**src/rtl/matrix_operand_loader.sv**
```systemverilog
// Serial-to-parallel operand loader for the 3x3-by-3x1 signed matrix-vector multiply stage.
// Collects 12 framed operands (A row-major, then B_11/B_21/B_31) and holds them under a valid/ready handshake.
module matrix_operand_loader #(
  parameter int NBITS = 8
) (
  input  logic                    clk,
  input  logic                    rst_n,
  input  logic                    flush,
  input  logic signed [NBITS-1:0] in_data,
  input  logic                    in_valid,
  input  logic                    in_last,
  output logic                    in_ready,
  output logic signed [NBITS-1:0] A_11,
  output logic signed [NBITS-1:0] A_12,
  output logic signed [NBITS-1:0] A_13,
  output logic signed [NBITS-1:0] A_21,
  output logic signed [NBITS-1:0] A_22,
  output logic signed [NBITS-1:0] A_23,
  output logic signed [NBITS-1:0] A_31,
  output logic signed [NBITS-1:0] A_32,
  output logic signed [NBITS-1:0] A_33,
  output logic signed [NBITS-1:0] B_11,
  output logic signed [NBITS-1:0] B_21,
  output logic signed [NBITS-1:0] B_31,
  output logic                    operands_valid,
  input  logic                    operands_ready,
  output logic [3:0]              fill_count,
  output logic                    load_error
);

  typedef enum logic {S_FILL = 1'b0, S_FULL = 1'b1} state_t;

  state_t                  r_state;
  state_t                  w_state_nxt;
  logic [3:0]              r_fill_count;
  logic [3:0]              w_cnt_nxt;
  logic                    r_load_error;
  logic                    w_err;
  logic                    w_wr_en;
  logic                    w_xfer;
  logic signed [NBITS-1:0] r_op [12];

  // Flush outranks everything; in FULL the stream is stalled and only operands_ready matters.
  always_comb begin
    w_state_nxt = r_state;
    w_cnt_nxt   = r_fill_count;
    w_wr_en     = 1'b0;
    w_err       = 1'b0;
    w_xfer      = in_valid && (r_state == S_FILL) && !flush;
    if (flush) begin
      w_state_nxt = S_FILL;
      w_cnt_nxt   = 4'd0;
    end else if (r_state == S_FULL) begin
      if (operands_ready) w_state_nxt = S_FILL;
    end else if (w_xfer) begin
      if (r_fill_count == 4'd11) begin
        w_cnt_nxt = 4'd0;
        if (in_last) begin
          w_wr_en     = 1'b1;
          w_state_nxt = S_FULL;
        end else begin
          w_err = 1'b1;
        end
      end else if (in_last) begin
        w_cnt_nxt = 4'd0;
        w_err     = 1'b1;
      end else begin
        w_wr_en   = 1'b1;
        w_cnt_nxt = r_fill_count + 4'd1;
      end
    end
  end

  always_ff @(posedge clk or negedge rst_n) begin
    if (!rst_n) begin
      r_state      <= S_FILL;
      r_fill_count <= 4'd0;
      r_load_error <= 1'b0;
      for (int i = 0; i < 12; i++) r_op[i] <= '0;
    end else begin
      r_state      <= w_state_nxt;
      r_fill_count <= w_cnt_nxt;
      r_load_error <= w_err;
      if (w_wr_en) r_op[r_fill_count] <= in_data;
    end
  end

  assign in_ready       = (r_state == S_FILL);
  assign operands_valid = (r_state == S_FULL);
  assign fill_count     = r_fill_count;
  assign load_error     = r_load_error;

  assign A_11 = r_op[0];
  assign A_12 = r_op[1];
  assign A_13 = r_op[2];
  assign A_21 = r_op[3];
  assign A_22 = r_op[4];
  assign A_23 = r_op[5];
  assign A_31 = r_op[6];
  assign A_32 = r_op[7];
  assign A_33 = r_op[8];
  assign B_11 = r_op[9];
  assign B_21 = r_op[10];
  assign B_31 = r_op[11];

endmodule

```
**config.mk**
```make
export PLATFORM = sky130hd
export DESIGN_NAME = matrix_operand_loader
export DESIGN_NICKNAME = d
export VERILOG_FILES = /design/src/rtl/matrix_operand_loader.sv
export SDC_FILE = /design/constraint.sdc
export NUM_CORES = 1
export LEC_CHECK = 0
export ABC_AREA = 1
export BUFFER_PORTS_ARGS = -buffer_cell sky130_fd_sc_hd__buf_2
export CAP_MARGIN = 20
export CORE_MARGIN = 2
export CORE_UTILIZATION = 43
export CTS_CLUSTER_DIAMETER = 80
export CTS_CLUSTER_SIZE = 10
export DETAILED_ROUTE_END_ITERATION = 10
export PLACE_DENSITY = 0.77
export REMOVE_ABC_BUFFERS = 1
export SYNTH_ARGS = -nofsm -noshare
export SYNTH_HDL_FRONTEND = slang
export SYNTH_SLANG_ARGS = --single-unit
```
**constraint.sdc**
```tcl
create_clock -name clk -period 1.8 [get_ports clk]
set_input_delay 0 -clock clk [delete_from_list [all_inputs] [get_ports clk]]
set_output_delay 0 -clock clk [all_outputs]
set_load 0.03 [all_outputs]
```
== After elaboration in Yosys (flattened, before gate mapping) ==
Cells that the tools add are included.

* Register bits: 102
* Bits of input ports: 14

* Add/subtract/negate cells: 1
* Order comparisons: 2
* Eq/ne operators: 2
* Mux-type cells: 23
* Bitwise gates (word level): 2
* Reduce and logical (&&, ||, !) cells: 6

{| class="wikitable"
|+ Operator list
! operator !! count
|-
| $bwmux W96 || 1
|-
| $demux W8 S4 || 1
|-
| $mux W4 || 5
|-
| $mux W1 || 15
|-
| $mux W8 || 1
|-
| $ge A5 B5 Y1 const B || 1
|-
| $lt A5 B1 Y1 const B || 1
|-
| $not A4 Y5 || 1
|-
| $add A4 B1 Y4 const B || 1
|-
| $eq A4 B4 Y1 const B || 1
|-
| $logic_and A1 B1 Y1 || 3
|-
| $ne A2 B2 Y1 const B || 1
|-
| $reduce_and A2 Y1 || 1
|-
| $reduce_bool A2 Y1 || 1
|-
| $logic_not A1 Y1 || 1
|-
| $not A1 Y1 || 1
|}

== Longest topological paths before layout ==
Gate-level depths: netlist (run 1).

* Depth in word-level cells: 6
* Mapped depth: 9
* Mapped depth without buffers: 8

== Worst setup path after synthesis (run 1) ==
No wires, ideal clock.

* Path kind: flip-flop to flip-flop
* Start: register r_fill_count[1], in the netlist fill_count[1]
* End: register r_op (netlist bit B_11[0])
* Setup time: 0.118 ns
* Arrival time: 1.999 ns
* Slack: -0.316 ns
* Cell stages (with the launch flop): 10
* Buffers on the path: 1
* Cells stage by stage: dfrtp_1 > ha_1 > nand3_1 > inv_2 > ha_1 > nor2_4 > buf_4 > nand2_1 > nand2_1 > nand2_1

* Longest elaborated chain between the ends: 6
* Elaborated cells on any way between the ends: 12

{| class="wikitable"
|+ Ends and longest elaborated chain
! what !! RTL line !! source
|-
| start: declaration || 35 || <nowiki>logic [3:0] r_fill_count;</nowiki>
|-
| start signal: assignment || 82 || <nowiki>r_fill_count <= w_cnt_nxt;</nowiki>
|-
| $not A4 Y5 (implied by the code) || 84 || <nowiki>if (w_wr_en) r_op[r_fill_count] <= in_data;</nowiki>
|-
| $ge A5 B5 Y1 (implied by the code) or $lt A5 B1 Y1 (tied branches) || 84 ||
|-
| $logic_and A1 B1 Y1 (implied by the code) || 84 ||
|-
| $mux W8 (implied by the code) || 84 ||
|-
| $demux W8 S4 || 84 ||
|-
| $bwmux W96 || 84 ||
|-
| end signal: indexed assignment || 84 ||
|-
| end: declaration || 41 || <nowiki>logic signed [NBITS-1:0] r_op [12];</nowiki>
|}

Parallel ways exist; a longest one is shown, timed or not.
A chain may end at the register's enable or synchronous reset.

== Worst setup path after layout (run 1) ==
* Start: register r_fill_count[1], in the netlist fill_count[1]
* End: register r_op (netlist bit A_31[5])

Same word-level chain as after synthesis.

==> run summary, run 1 <==
The worst setup path is launched from a register. For the pin with the worst max-slew slack, the measured transition is 0.548 ns. The standby leakage power is 3.49 nW.

The clock slew at the register clock pins of the worst setup and hold paths is 0.09 ns. The number of antenna violations at the first check in global routing is 0. In the routed layout, each cell is associated on average with a via count of 5.07. Across the run, the number of max-cap violations was 0.

117 I/O pins were placed. For this design, the slowest cell found on the critical path is dfrtp_1. The post-synthesis instance area came out at 4230 sq um. The vertical die dimension came out at 103 um.

The tree is rooted in a clkbuf_8. The post-route antenna net violation count came out at 0. The fraction of the mapped netlist area in simple logic gates came out at 34.3%. The synthesized netlist cell count came out at 479. The fraction of the mapped netlist area in adder cells is 1.48%. The upper clock frequency limit came out at 0.554 GHz.

The finished cells cover 5940 sq um. The run finished, with violations left. The number of register bits inferred by synthesis came out at 102. The row count is 36. The unique cell type count in the Yosys netlist came out at 18. The total of buffers placed on input and output ports came out at 116.

The routed design could run at a clock period as short as 1.80 ns. The area growth from synthesis to layout is 40.3%. The total iterations of the first detailed-routing run came out at 5.

The post-layout utilization of the core came out at 61.3%. The number of endpoints failing setup at the final stage is 1. The average wire length per cell after detail routing is 16.0 um.

The clock skew after layout came out at 0.0116 ns. The hold path startpoint is in_data[1]. The worst hold slack is 0.0651 ns. The share of synthesized area spent on multiplexers is 0%. The worst endpoint data arrival time came out at 2.09 ns. Entering global routing, the biggest net connects 103 pins. By startpoint and endpoint, the worst setup path is classified as register to register. The number of clock sinks came out at 102. The least setup slack across all paths after layout came out at -0.00417 ns.

The share of the synthesized area in compound gates (AO/OA/AOI/OAI) came out at 0.414%. The placement-stage cell area came out at 5160 sq um. The number of buffers between clock root and the deepest sink came out at 2. The total routed wirelength came out at 12300 um. For this run, the post-layout net count is 656. The worst setup path is captured at a register. The number of clock buffers inserted by TritonCTS is 9. The synthesized area divided by synthesized cell count came out at 8.83 sq um. In this design, the critical path's most frequently occurring cell is buf_12. The proportion of layout cells with a drive suffix above 1 came out at 37.0%. The startpoint identified for the worst register-to-register timing path is fill_count[1].

The number of pins with negative max-slew slack in the final report was 0. The share of the clock period used by the worst path after layout is 100%. The worst path buffer plus inverter count is 4. At the end of routability-driven placement, the weighted congestion stood at 0.779. The post-detailed-placement half-perimeter wirelength came out at 7620 um. The horizontal extent of the die is 103 um. Summing over every cut layer, the via total after detailed routing is 3922. The worst-case headroom to the max-slew limit came out at 63.5%.

The TritonCTS clock tree is yes. The number of hold-slack violations in the final timing report came out at 0. The synthesized netlist devotes 0.207% of its cell area to XOR and XNOR gates. The final reports fail on setup timing. On the critical path the largest part of the delay comes from buffers and inverters.

The required time at the endpoint of the critical path is 2.09 ns. The count of fill cells added during filler insertion came out at 834. The clock reaches the later pin of the worst-skew pair after 0.36 ns.

The power density over the cells is 747 nW/um^2. Setup repair after global routing could not meet its margin everywhere. The largest driver fanout on the critical path is 6. The clock tree synthesis step divided the H-tree into 3 levels. The total grt overflow is 0.

The via count of the first global-routing pass came out at 3721. The number of violations reported at the end of detailed-routing iteration 0 is 230. The setup TNS came out at -0.00417 ns.

After detailed routing, the number of remaining DRC violations is 0. Once the floorplan was initialized, standard cells occupied 43.7% of the core. The die area came out at 10700 sq um. The min-delay analysis places its worst path in the category input pin to register. The antenna diode count came out at 0. After synthesis, the largest family of logic cells by area is simple AND/OR/NAND/NOR gates.

The worst-case IR drop observed on VDD is 417 uV. The yosys synthesis warning count came out at 0. Global routing used 23.2% of the available tracks. The share of synthesized area occupied by flip-flops and latches is 60.3%. Walking the worst path, the cells encountered are ha_2 -> nand3_2 -> inv_2 -> ha_4 -> nor2_4 -> buf_12 -> buf_12 -> clkbuf_16 -> nand3_1 -> nand2_1. Summing internal, switching and leakage power gives 4.43 mW. The total area inside the core boundary comes to 9680 sq um. The first global-routing pass estimated 18700 um of wire. Tracing the worst setup path back leads to its startpoint at fill_count[1]. The largest stage delay on the critical path is 0.39 ns.
kinds of logic (layout without fill, tap and decap cells):
kind of cell	Yosys count	in the layout
and+or+nand+nor	336	336
DFF	102	102
xor gates and xnor gates	1	1
buffers and inverters	32	193
AOI/OAI and AO/OA	3	3
adders and majority gates	5	5
worst paths after layout:
kind | to | slack [ns] | cells past startpoint
worst min register to register | A_23[3] | 0.48 | 2
worst min-delay path | A_31[1] | 0.07 | 3
worst max register to register | A_31[5] | -0.004 | 10
worst max-delay path | A_31[5] | -0.004 | 10
min in group asynchronous | A_31[2] | 0.25 | 3
max in group asynchronous | B_21[6] | 1.12 | 3
tightest hold or removal path: stages:
cell and delay (ns):
buf_2 0.22, nand3_1 0.13, nand2_1 0.04
layout by cell type (no fill, tap or decap), types with 3 or more instances in the layout:
master         instances
nand2_4                8
nand2_1              190
buf_8                  4
clkbuf_8              10
dlygate4sd3_1          5
nor2_4                 3
nand3_1               84
ha_1                   3
buf_2                115
dfrtp_1              102
buf_12                 5
nand3_2               15
clkbuf_16              4
nor2_2                 9
nand2_2               19
nand2_8                5
buf_4                 28
inv_1                 11
clkinvlp_4             3
through the flow:
stage / setup slack (ns) / std cells
finish: -0.00417 / 773
global route: -0.0957 / 773
CTS: 0.00677 / 766
detailed placement: -0.148 / 740
global placement: -0.0578 / 740
floorplan: -1.50 / 460
area by class of cell:
type / instances / area, sq um / area share, %
repair buffers: 166 / 1210 / 20.3
inverters: 13 / 48.8 / 0.822
well taps: 133 / 166 / 2.80
multi-input cells: 345 / 1800 / 30.3
clock inverters: 3 / 22.5 / 0.379
flip-flops and latches: 102 / 2550 / 43.0
clock buffers: 11 / 141 / 2.38
repair_timing:
| item | CTS | global route |
|---|---|---|
| resized for setup | 7 | 64 |
| cloned | 3 | 4 |
| buffers inserted | 3 | 4 |
| pin swaps | 1 | 33 |
| endpoints found under the hold margin | 108 | 0 |
| endpoints found under the setup margin | 96 | 97 |
| hold buffers | 6 | 0 |
synth_stat cells, drive strengths merged:
cell | n | area, sq um
clkbuf | 9 | 33.8
nand2 | 222 | 856
dfrtp | 102 | 2550
a21oi | 2 | 10.0
inv | 13 | 48.8
xor2 | 1 | 8.76
ha | 5 | 62.6
nand4 | 1 | 6.26
a211oi | 1 | 7.51
buf | 10 | 57.6
nand3 | 99 | 500
nor2 | 14 | 87.6
report_power, final:
part,internal (mW),total (mW),switching (mW)
combinational,0.221,0.704,0.483
clock,0.527,1.28,0.758
sequential,2.39,2.44,0.0594
total,3.13,4.43,1.30
per-layer routing:
layer,GRT usage [%],part of all wire [%]
met5,0,0
met4,6.68,1.6
met3,4.57,6.9
met2,36.4,48
met1,33.2,44
No activity file was read; power rests on OpenSTA's default activity.
==> run 2, diff against run 1 <==
Settings changed: CORE_ASPECT_RATIO set to 0.8, CTS_CLUSTER_SIZE 10 to not set, PLACE_DENSITY 0.77 to 0.75.
Clock period 1.8 ns to 1.66 ns, I/O delays scaled along.
==> run summary, run 2 (synthesis results as in run 1) <==
The critical path is of the register to register type. The slew at the pin with the worst max-slew slack is 0.521 ns (-0.0271 ns). The standby leakage power is 3.53 nW (+1.2%).

The number of endpoints failing setup at the final stage is 64 (+63). The vertical die dimension is 92.7 um (-10%). The tightest min-delay check is of the input pin to register type.

The clock slew at the register clock pins of the worst setup and hold paths came out at 0.08 ns (about the same). The all-layer global routing usage came out at 24.4% (+1.2 points). The cell count after placement is 728 (-1.6%). The average wire length per cell after detail routing is 16.9 um (+5.9%). The worst-case headroom to the max-slew limit came out at 65.3% (+1.8 points). The final reports fail on setup timing. In the layout the commonest cells are 197 x nand2_1, 115 x buf_2, 102 x dfrtp_1, 80 x nand3_1, 26 x buf_4. The number of violations reported at the end of detailed-routing iteration 0 is 247 (+7.4%). The cell-internal power was 4.04 mW (+29%). The number of clock sinks came to 102 (unchanged). The worst path buffer plus inverter count is 4 (unchanged). The largest driver fanout on the critical path came out at 9 (+3).

The worst hold slack is 0.0793 ns (+0.0143 ns). The critical path goes through ha_2 -> nand3_2 -> inv_2 -> ha_4 -> nor2_4 -> buf_12 -> buf_12 -> clkbuf_16 -> nand3_2 -> nand2_1. The post-layout minimum cycle time is 1.74 ns (-0.0600 ns). The least setup slack across all paths after layout is -0.0842 ns (-0.0800 ns). The final RePlAce weighted congestion came out at 0.820 (+5.2%). The post-layout utilization of the core came to 62.9% (+1.6 points).

The horizontal extent of the die came out at 115 um (+11%). The buffer type at the clock tree root is clkbuf_16. Setup repair after global routing could not meet its margin everywhere. The number of hold-slack violations in the final timing report is 0 (unchanged). The number of antenna violations at the first check in global routing is 0 (unchanged). The initial standard-cell utilization of the core is 44.0% (+0.34 points).

The CTS H-tree depth is 3 (unchanged). The library cell used most frequently in the layout, excluding fill and tap cells, is nand2_1. The maximum vdd drop is 674 uV (+62%). The total iterations of the first detailed-routing run is 4 (-1).

The combinational fraction of design power is 13.6% (-2.3 points). The number of nets in the final layout was 657 (+0.15%). The clock latency reported for the late side of the worst-skew pair was 0.35 ns (about the same). The share of the clock period used by the worst path after layout came out at 105% (+4.8 points). The vias after detailed routing was 3984 (+1.6%). The proportion of layout cells with a drive suffix above 1 is 37.0% (about the same). The pin count of the biggest net entering global routing came out at 41 (-60%). The TritonCTS clock tree is yes. The final routed DRC violation total is 0 (unchanged). The power density over the cells came to 926 nW/um^2 (+24%). The worst setup path is launched from a register. The antenna diode count came out at 0 (unchanged). The required time at the endpoint of the critical path is 1.94 ns (-0.15 ns). Grouping stages by cell kind, the critical path spends the most delay in buffers and inverters. The post-detailed-placement half-perimeter wirelength is 8080 um (+6.1%).

The upper clock frequency limit is 0.573 GHz (+3.4%). The clock share of power is 38.8% (+9.8 points). The signed area change from the synthesized netlist to the final layout came out at 42.8%. The flow ran to the end, but the final reports show violations. The die area came to 10700 sq um (about the same). The worst setup path is captured at a register. The portion of total power attributed to sequential cells is 47.5% (-7.6 points). The number of buffers between clock root and the deepest sink was 2 (unchanged).

The global-route wire length before repair came out at 19800 um (+5.9%). The number of ports placed on the die boundary came out at 117 (unchanged). The max capacitance violation total is 0 (unchanged). The via density per instance is 5.23 (+3.0%). The switching fraction of total power came out at 27.9% (-1.4 points). The post-route antenna net violation count is 0 (unchanged). The worst endpoint data arrival time was 2.03 ns (-0.06 ns). The largest stage delay on the critical path came out at 0.38 ns (about the same). The power spent charging and discharging nets is 1.56 mW (+20%). The row count is 32 (-11%). The core box area came out at 9610 sq um (-0.78%). The total grt overflow came out at 0 (unchanged).

The cell with the largest stage delay on the worst path is dfrtp_1. The non-filler instance count after layout is 762 (-1.4%). The total routed wirelength came to 12900 um (+4.4%). The total of buffers placed on input and output ports is 116 (unchanged). The number of clock buffers inserted by TritonCTS came to 9 (unchanged).

The clock skew after layout is 0.00918 ns (-0.00243 ns). The number of pins with negative max-slew slack in the final report came to 0 (unchanged). The worst slack after detailed placement came to -0.238 ns (-0.0899 ns). The via count of the first global-routing pass was 3896 (+4.7%).
[run 2: final cells by class]
class | count | area, sq um
Fill cell | 789 | 3560
Sequential cell | 102 | 2550
Multi-Input combinational cell | 345 | 1800
Timing Repair Buffer | 167 | 1190
Clock buffer | 10 | 239
Tap cell | 119 | 149
Clock inverter | 6 | 71.3
Inverter | 13 | 48.8
[run 2: repair_timing]
item                       in CTS  in global routing
setup endpoints to repair      96                 96
pin swaps                      12                  3
resized for setup              33                 33
gates cloned                    2                  2
buffers inserted                7                  2
hold endpoints to repair       43                  0
hold buffers                    5                  0
[run 2: layer usage]
layer	up-vias	wire, um	GRT usage (%)
met1	1941	5830	33.5
met2	169	5890	36.7
met3	23	924	6.74
li1	1851	-	-
met4	0	222	9.64
met5	-	0	0
[run 2: per-stage QoR]
stage          TNS [ns]  power [mW]  area [sq um]
2_1_floorplan   -145.11        3.03          4140
3_3_place_gp     -13.27        3.34          5210
3_5_place_dp     -17.80        3.37          5210
4_1_cts          -0.315        5.59          5830
5_1_grt           -8.81        5.80          6040
6_report          -1.56        5.60          6040
[run 2: power by group through the flow]
stage	combinational, mW	clock, mW	sequential, mW
3_5_place_dp	0.672	0	2.69
5_1_grt	0.817	2.31	2.67
3_3_place_gp	0.649	0	2.69
4_1_cts	0.728	2.21	2.65
6_report	0.764	2.17	2.66
2_1_floorplan	0.130	0	2.90
[run 2: worst paths after layout]
path	depth (start not counted)	slack, ns	endpoint	startpoint
worst max-delay path	10	-0.08	A_12[6]	fill_count[0]
worst min register to register	2	0.47	A_13[4]	A_13[4]
worst max register to register	10	-0.08	A_12[6]	fill_count[0]
min in group asynchronous	2	0.16	B_31[2]	rst_n
worst min-delay path	3	0.08	A_22[3]	in_data[3]
max in group asynchronous	3	0.79	A_23[3]	rst_n
[run 2: worst register-to-register path, cell delays in order, from the launching register on]
cell	delay, ns
dfrtp_1	0.38
ha_2	0.20
nand3_2	0.08
inv_2	0.05
ha_4	0.22
nor2_4	0.11
buf_12	0.16
buf_12	0.16
clkbuf_16	0.15
nand3_2	0.07
nand2_1	0.09
==> run 3, diff against run 2 <==
Settings changed: CAP_MARGIN 20 to 0, CORE_UTILIZATION 43 to 52, PLACE_DENSITY 0.75 to 0.86.
==> run summary, run 3 (synthesis results as in run 1) <==
The cell count after placement came out at 717 (-1.5%). The total grt overflow is 0 (unchanged). The clock skew after layout came out at 0.00726 ns (-0.00192 ns). The row count came to 29 (-9.4%).

The number of pins with negative max-slew slack in the final report came out at 0 (unchanged). The post-detailed-placement half-perimeter wirelength came out at 7740 um (-4.3%). The clock slew at the register clock pins of the worst setup and hold paths came out at 0.10 ns (+0.02 ns).

The max capacitance violation total came out at 0 (unchanged). The setup path with the least slack is of type register to register. The die area is 8880 sq um (-17%). The proportion of layout cells with a drive suffix above 1 was 48.8% (+12 points). The post-layout utilization of the core is 80.4% (+17 points). The least setup slack across all paths after layout came to -0.134 ns (-0.0503 ns). The all-layer global routing usage is 27.3% (+2.9 points). The initial standard-cell utilization of the core came out at 53.5% (+9.5 points). The horizontal extent of the die came to 105 um (-8.8%). The number of violations reported at the end of detailed-routing iteration 0 came out at 262 (+6.1%).

The number of buffers between clock root and the deepest sink came out at 2 (unchanged). The vertical die dimension was 84.7 um (-8.7%). The standby leakage power was 3.46 nW (-2.1%).

The share of the clock period used by the worst path after layout is 108% (+3.0 points). The maximum vdd drop came out at 496 uV (-26%). The post-layout minimum cycle time came out at 1.79 ns (+0.0503 ns).

The signed area change from the synthesized netlist to the final layout came out at 50.2%. The flow ran to the end, but the final reports show violations. The number of endpoints failing setup at the final stage was 96 (+50%). The vias after detailed routing is 4173 (+4.7%). The post-route antenna net violation count is 0 (unchanged).

The CTS H-tree depth was 3 (unchanged). The average wire length per cell after detail routing is 18.3 um (+8.1%). In the layout the commonest cells are 164 x nand2_1, 115 x buf_2, 102 x dfrtp_1, 60 x nand3_2, 45 x nand2_2. The global-route wire length before repair came out at 18800 um (-5.2%). The non-filler instance count after layout came out at 754 (-1.0%).

The number of hold-slack violations in the final timing report was 0 (unchanged). The kind of capture point of the worst setup path is a register. The power density over the cells is 789 nW/um^2 (-15%). The core box area was 7910 sq um (-18%). The number of antenna violations at the first check in global routing is 0 (unchanged).

The number of ports placed on the die boundary is 117 (unchanged). The final routed DRC violation total came to 0 (unchanged). The worst endpoint data arrival time came out at 2.11 ns (+0.08 ns). The total iterations of the first detailed-routing run came out at 5 (+1). The number of nets in the final layout came to 660 (+0.46%).

The buffer type at the clock tree root is clkbuf_8. The via density per instance came out at 5.53 (+5.9%). The total of buffers placed on input and output ports is 116 (unchanged). The number of clock buffers inserted by TritonCTS is 9 (unchanged). The checks that failed: setup timing.

The kind of launch point of the worst setup path is a register. The setup TNS is -8.67 ns (-7.10 ns). The pin count of the biggest net entering global routing is 43 (+4.9%). The required time at the endpoint of the critical path was 1.97 ns (+0.03 ns). The final RePlAce weighted congestion was 0.873 (+6.4%). The number of clock sinks came out at 102 (unchanged). The total routed wirelength came out at 13800 um (+7.0%). The class of the worst hold path is input pin to register. The worst hold slack is 0.0556 ns (-0.0237 ns).

The total chip power was 5.02 mW (-10%). The clock latency reported for the late side of the worst-skew pair came out at 0.37 ns (+0.02 ns). The worst-case headroom to the max-slew limit is 65.3% (about the same). The largest driver fanout on the critical path came to 8 (-1).

The antenna diode count is 0 (unchanged). Setup repair after global routing could not meet its margin everywhere. The via count of the first global-routing pass is 3774 (-3.1%). The slew at the pin with the worst max-slew slack came to 0.521 ns (-0.000240 ns). TritonCTS built the clock tree.

Leaving out fill and tap cells, the most frequent cell in the layout is nand2_1. The upper clock frequency limit came out at 0.557 GHz (-2.8%).
-- run 3: changes by cell type in the layout (fill, tap and decap cells not counted), sizes merged --
cell	previous run	this run
clkbuf	12	16
clkinvlp	2	1
-- run 3: per-stage QoR --
step | worst slack (ns) | instance area (sq um)
after floorplan | -1.64 | 4140
after global placement | -0.183 | 5140
after detailed placement | -0.309 | 5140
after CTS | -0.0649 | 5610
after global routing | -0.209 | 6360
final | -0.134 | 6360
-- run 3: metal layers --
layer | share of wire [%] | global-route usage [%] | routed length [um] | up-vias
met1 | 40 | 38.7 | 5460 | 2012
li1 | - | - | - | 1866
met5 | 0 | 0 | 0 | -
met4 | 2.3 | 8.48 | 312 | 0
met2 | 49 | 42.3 | 6690 | 263
met3 | 9.5 | 6.44 | 1310 | 32
-- run 3: what timing repair did --
action / CTS / global route
hold buffers: 5 / 0
pin swaps: 7 / 79
setup buffers: 6 / 6
endpoints found under the hold margin: 43 / 0
endpoints found under the setup margin: 96 / 96
gates resized for setup: 30 / 147
cloned: 2 / 5
-- run 3: layout make-up --
| type | instances | area [sq um] |
|---|---|---|
| Sequential cell | 102 | 2550 |
| Multi-Input combinational cell | 345 | 2180 |
| Fill cell | 482 | 1550 |
| Timing Repair Buffer | 170 | 1250 |
| Tap cell | 108 | 135 |
| Clock buffer | 11 | 131 |
| Clock inverter | 5 | 60.1 |
| Inverter | 13 | 48.8 |
-- run 3: path summary, 6_finish.rpt --
| path | endpoint | start | depth (start not counted) | slack, ns |
|---|---|---|---|---|
| min in group asynchronous | A_31[7] | rst_n | 2 | 0.13 |
| hold reg to reg | A_32[7] | A_32[7] | 2 | 0.48 |
| hold / removal | A_23[1] | in_data[1] | 3 | 0.06 |
| max in group asynchronous | A_32[1] | rst_n | 3 | 0.84 |
| setup reg to reg | A_33[4] | fill_count[1] | 10 | -0.13 |
| setup / recovery | A_33[4] | fill_count[1] | 10 | -0.13 |
-- run 3: power by group --
group,switching (mW),internal (mW)
Sequential,0.0707,2.59
Combinational,0.566,0.243
Clock,0.850,0.702
-- run 3: worst max-delay path, stage by stage (launching register included) --
cell     delay [ns]
dfrtp_1        0.41
ha_2           0.21
nand3_2        0.07
inv_2          0.05
ha_4           0.22
nor2_4         0.16
buf_6          0.14
buf_12         0.16
buf_8          0.14
nand3_1        0.07
nand2_1        0.10
